**src/rtl/led_bank_pkg.sv**
```systemverilog
// led_bank_pkg: shared constants for the LED bank peripheral.
// Register addresses, CTRL bit positions and bus width.
package led_bank_pkg;

  localparam int DATA_W = 32;
  localparam int CTRL_W = 3;

  localparam logic [2:0] ADDR_CTRL   = 3'd0;
  localparam logic [2:0] ADDR_DATA   = 3'd1;
  localparam logic [2:0] ADDR_BLINK  = 3'd2;
  localparam logic [2:0] ADDR_DUTY   = 3'd3;
  localparam logic [2:0] ADDR_TOGGLE = 3'd4;

  localparam int CTRL_IRQ   = 0;
  localparam int CTRL_BLINK = 1;
  localparam int CTRL_PWM   = 2;

endpackage

```
**src/rtl/led_blink_timer.sv**
```systemverilog
// led_blink_timer: prescaler plus phase flop for hardware blink.
// Phase flips every `period` clocks while enabled, else sits at 1.
module led_blink_timer #(
  parameter int BLINK_BITS = 24
) (
  input  logic                  clock,
  input  logic                  reset,
  input  logic                  enable,
  input  logic [BLINK_BITS-1:0] period,
  input  logic                  restart,
  output logic                  phase
);

  logic [BLINK_BITS-1:0] cnt;
  logic                  hold;
  logic                  wrap;

  assign hold = restart | ~enable | (period == '0);
  assign wrap = (cnt == period - BLINK_BITS'(1));

  // count half-period clocks; flip phase on each wrap
  always_ff @(posedge clock) begin
    if (reset || hold) begin
      cnt   <= '0;
      phase <= 1'b1;
    end else if (wrap) begin
      cnt   <= '0;
      phase <= ~phase;
    end else begin
      cnt   <= cnt + BLINK_BITS'(1);
    end
  end

endmodule

```
**src/rtl/led_bank.sv**
```systemverilog
// led_bank: parametrised LED bank on the Write/Read/Ack bus.
// Register file, blink, PWM dimming and write-1-to-toggle.
module led_bank
  import led_bank_pkg::*;
#(
  parameter int NUM_LEDS   = 8,
  parameter int PWM_BITS   = 4,
  parameter int BLINK_BITS = 24
) (
  input  logic                clock,
  input  logic                reset,
  input  logic [2:0]          Address,
  input  logic [DATA_W-1:0]   dataIn,
  input  logic [NUM_LEDS-1:0] IP,
  input  logic                Write,
  input  logic                Read,
  output logic [DATA_W-1:0]   dataOut,
  output logic                Ack,
  output logic [NUM_LEDS-1:0] LED
);

  logic                  ack_q;
  logic [CTRL_W-1:0]     ctrl;
  logic [NUM_LEDS-1:0]   data;
  logic [NUM_LEDS-1:0]   src;
  logic [BLINK_BITS-1:0] period;
  logic [PWM_BITS-1:0]   duty;
  logic [PWM_BITS-1:0]   pwm_cnt;
  logic                  commit;
  logic                  blink_chg;
  logic                  restart;
  logic                  phase;
  logic                  pwm_on;
  logic                  unused_bits;

  assign Ack       = ack_q;
  assign commit    = Write & ~ack_q;
  assign blink_chg = dataIn[CTRL_BLINK] ^ ctrl[CTRL_BLINK];
  assign restart   = commit
                   & ((Address == ADDR_BLINK)
                   | ((Address == ADDR_CTRL) & blink_chg));
  assign src       = ctrl[CTRL_IRQ] ? IP : data;
  assign pwm_on    = ~ctrl[CTRL_PWM]
                   | (&duty)
                   | (pwm_cnt < duty);

  // only the low bits of dataIn land in registers
  assign unused_bits = ^dataIn;

  // acknowledge follows the request one cycle later
  always_ff @(posedge clock) begin
    if (reset) ack_q <= 1'b0;
    else       ack_q <= Write | Read;
  end

  // register writes, once per transaction
  always_ff @(posedge clock) begin
    if (reset) begin
      ctrl   <= '0;
      data   <= '0;
      period <= '0;
      duty   <= '0;
    end else if (commit) begin
      unique case (Address)
        ADDR_CTRL:   ctrl   <= dataIn[CTRL_W-1:0];
        ADDR_DATA:   data   <= dataIn[NUM_LEDS-1:0];
        ADDR_BLINK:  period <= dataIn[BLINK_BITS-1:0];
        ADDR_DUTY:   duty   <= dataIn[PWM_BITS-1:0];
        ADDR_TOGGLE: data   <= data ^ dataIn[NUM_LEDS-1:0];
        default: ;
      endcase
    end
  end

  // free-running PWM ramp
  always_ff @(posedge clock) begin
    if (reset) pwm_cnt <= '0;
    else       pwm_cnt <= pwm_cnt + PWM_BITS'(1);
  end

  // gated LED drive
  always_ff @(posedge clock) begin
    if (reset) LED <= '0;
    else       LED <= src & {NUM_LEDS{phase & pwm_on}};
  end

  // read mux, zero-extended
  always_comb begin
    dataOut = '0;
    unique case (Address)
      ADDR_CTRL:  dataOut = DATA_W'(ctrl);
      ADDR_DATA:  dataOut = DATA_W'(data);
      ADDR_BLINK: dataOut = DATA_W'(period);
      ADDR_DUTY:  dataOut = DATA_W'(duty);
      default:    dataOut = '0;
    endcase
  end

  led_blink_timer #(
    .BLINK_BITS(BLINK_BITS)
  ) u_blink (
    .clock  (clock),
    .reset  (reset),
    .enable (ctrl[CTRL_BLINK]),
    .period (period),
    .restart(restart),
    .phase  (phase)
  );

endmodule

```
**config.mk**
```make
export PLATFORM = sky130hd
export DESIGN_NAME = led_bank
export DESIGN_NICKNAME = d
export VERILOG_FILES = /design/src/rtl/led_bank_pkg.sv /design/src/rtl/led_blink_timer.sv /design/src/rtl/led_bank.sv
export SDC_FILE = /design/constraint.sdc
export NUM_CORES = 1
export LEC_CHECK = 0
export CAP_MARGIN = 20
export CORE_MARGIN = 5
export CORE_UTILIZATION = 35
export CTS_CLUSTER_SIZE = 25
export DETAILED_ROUTE_END_ITERATION = 10
export SLEW_MARGIN = 10
export SYNTH_ARGS = -nofsm -noshare
export SYNTH_HDL_FRONTEND = slang
export SYNTH_HIERARCHICAL = 1
export SYNTH_SLANG_ARGS = --single-unit
export TNS_END_PERCENT = 100
```
**constraint.sdc**
```tcl
create_clock -name clock -period 4.7 [get_ports clock]
set_clock_uncertainty 0.1 [all_clocks]
set_input_delay 0.47 -clock clock [delete_from_list [all_inputs] [get_ports clock]]
set_output_delay 0.47 -clock clock [all_outputs]
set_load 0.02 [all_outputs]
```
==> metrics.cfg <==
[timing]
timing.slew.headroom = 0.251
layout_min_cycle_time_ns = 3.28
setup_ws_ns = 1.42
hold_viol_final = 0
rsz0062_at_grt = no
timing.final.crit_share = 0.699
hold-worst-slack_ns = 0.365
max_freq_mhz = 305
setup_tns_ns = 0
setup_violations = 0
slew_violations = 0
tightest_slew_ns = 1.12

[finish]
diodes = 0
fin_area_um2 = 5500
syn_to_final_growth_pct = 26.0
instances_no_fill = 755
drive_gt1_frac = 0.0647
nets = 635

[floorplanning]
ios = 88
die_y_um = 122
start_util = 0.360
die_area_um2 = 14800
num_rows = 40
core_um2 = 12100
die_width_um = 122

[clock_network]
cts_made_buffers = 9
clock-root-buffer = clkbuf_16
clk_path_buf_depth = 2
hold_buffers = 0
htreeDepth = 3
cts_tree = built
cts_resized = 0
cts.clk_slew.worst_paths_ns = 0.06
cts_setup_buffers = 0
cts_num_sinks = 77
clock_latency_ns = 0.34

[placed_design]
place_area_um2 = 5150
gp_congestion = 0.844
io_buffers = 71
dpl.cell_count = 739
dpl_worst_slack_ns = 1.37
hpwl_um = 8420

[global_route]
grt_max_degree = 29
grt_use_total = 0.158
use_met1 = 0.214
grt-ovfl-total = 0
met2_usage = 0.253
gr-max-usage-layer = met2
grt_pass1_vias = 3928
antenna_found_initial = 0
grt_util_met3 = 0.0339
grt_pass1_wl_um = 19200

[drt]
firstDrtPassIters = 5
antenna_left = 0
vias = 3915
first_iter_violations = 357
vias_per_cell = 5.19
drc = 0
wl_um = 11300
avgRoutedWirePerCell_um = 14.9

[yosys]
yosysSeqAreaShare = 0.353
synth-edff-count = 0
ys_types = 59
async_flop_share = 0
syn_area_um2 = 4360
avgSynthCellArea_um2 = 8.36
ys.flop_type = dfxtp_1
syn_inst = 522
yosysWarnings = 6
synth_seq_cells = 77

[pwr]
power_switching_mw = 0.385
peakVddDrop_uv = 160
pwr-share-comb = 0.110
p_per_area_nw_per_um2 = 299
pwr-share-clk = 0.479
leakagePower_nw = 1.93
intPower_mw = 1.26
p_sw_frac = 0.234
p_seq_frac = 0.411

[run_status]
outcome = complete, no violations

[run]
cap_viol_max_count = 0

[setup_path]
regToRegStartpoint = period[0]$_SDFFE_PP0P_
path_max_fanout = 15
end_kind = flip-flop
setup.worst_path.start = period[0]$_SDFFE_PP0P_
cp-start-kind = flip-flop
worstPathArrival_ns = 3.39
required_ns = 4.81
timing_worst_setup_path_type = reg2reg

[worst_hold_path]
min-delay-start = pwm_cnt[0]$_SDFF_PP0_
hp-class = reg2reg

==> stage by stage <==
step                       util  total power [mW]
after floorplan               -             0.808
after global routing      0.454              1.71
after CTS                 0.454              1.66
final                     0.454              1.64
after detailed placement  0.425             0.869
after global placement    0.425             0.865
==> logic make-up after synthesis <==
kind of cell               count (synthesis)  synth area share
other                                      1          0.000860
buffers and inverters                     43            0.0534
muxes                                     17            0.0479
DFF                                       77             0.353
adders and majority gates                  6            0.0172
AOI/OAI and AO/OA                         70            0.0950
and+or+nand+nor                          242             0.300
xor gates and xnor gates                  66             0.133
==> power groups by stage <==
stage          combinational, mW  sequential [mW]  clock (mW)
3_3_place_gp               0.175            0.691           0
3_5_place_dp               0.178            0.691           0
6_report                   0.180            0.677       0.788
2_1_floorplan              0.118            0.690           0
4_1_cts                    0.180            0.677       0.802
5_1_grt                    0.200            0.678       0.832
==> synthesized netlist by cell type (all sizes together), types with 2 or more instances <==
cell / instances / share of area
and4: 3 / 0.0060
nor2b: 8 / 0.011
a21oi: 30 / 0.034
nand3: 17 / 0.020
mux4: 3 / 0.015
xnor2: 33 / 0.066
nor3b: 3 / 0.0063
and2: 19 / 0.027
nor3: 31 / 0.040
nand3b: 2 / 0.0034
mux2i: 13 / 0.030
buf: 22 / 0.035
a22oi: 7 / 0.012
nand4b: 12 / 0.024
nor2: 44 / 0.038
nor4: 4 / 0.014
and3: 7 / 0.010
a211oi: 3 / 0.0052
or3: 3 / 0.0043
or3b: 3 / 0.0066
o22ai: 2 / 0.0029
ha: 6 / 0.017
o21ai: 17 / 0.020
nand2: 67 / 0.059
clkbuf: 12 / 0.010
nand4: 10 / 0.014
dfxtp: 77 / 0.35
nand2b: 5 / 0.0072
xor2: 33 / 0.066
inv: 9 / 0.0077
o31ai: 3 / 0.0052
o311ai: 2 / 0.0040
==> sequential cells by signal (all words and copies together) (netlist names) <==
register and cells:
pwm_cnt 4, ctrl 3, period 24, Ack 1
data 8, u_blink/phase 1, LED 8, duty 4
u_blink/cnt 24
==> worst paths after layout <==
kind | end | slack (ns) | cells past startpoint
min reg2reg | pwm_cnt[0]$_SDFF_PP0_ | 0.36 | 1
max | u_blink/cnt[7]$_SDFF_PP0_ | 1.42 | 8
max reg2reg | u_blink/cnt[7]$_SDFF_PP0_ | 1.42 | 8
min | pwm_cnt[0]$_SDFF_PP0_ | 0.36 | 1
==> routing by layer <==
layer,vias to the layer above,part of all wire
li1,1909,-
met2,133,0.46
met3,14,0.064
met1,1859,0.46
met5,-,0
met4,0,0.013
==> cell usage in the layout, fill, tap and decap left out, types with 5 or more instances in the layout <==
| master | instances |
|---|---|
| a21oi_1 | 30 |
| a22oi_1 | 7 |
| and2_1 | 19 |
| and3_1 | 7 |
| buf_4 | 5 |
| clkbuf_16 | 9 |
| clkdlybuf4s50_1 | 71 |
| conb_1 | 8 |
| dfxtp_1 | 77 |
| ha_1 | 6 |
| inv_1 | 9 |
| mux2i_1 | 13 |
| nand2_1 | 66 |
| nand2b_1 | 5 |
| nand3_1 | 17 |
| nand4_1 | 10 |
| nand4b_1 | 12 |
| nor2_1 | 43 |
| nor2b_1 | 8 |
| nor3_1 | 28 |
| o21ai_0 | 16 |
| xnor2_1 | 33 |
| xor2_1 | 33 |
==> critical path, stage by stage (launching register included) <==
cell      delay (ns)
dfxtp_1         0.40
inv_1           0.09
ha_1            0.21
nor3b_2         0.40
and4_1          0.41
nand4b_1        0.21
o31ai_2         0.93
buf_4           0.34
nor3_1          0.08
==> area by class of cell <==
type	instances	area (um2)
flip-flops and latches	77	1540
well taps	168	210
fillers	1196	6620
repair buffers	76	748
multi-input cells	409	2620
clock buffers	12	267
inverters	9	33.8
clock inverters	4	77.6
(Power assumes the default switching activity.)
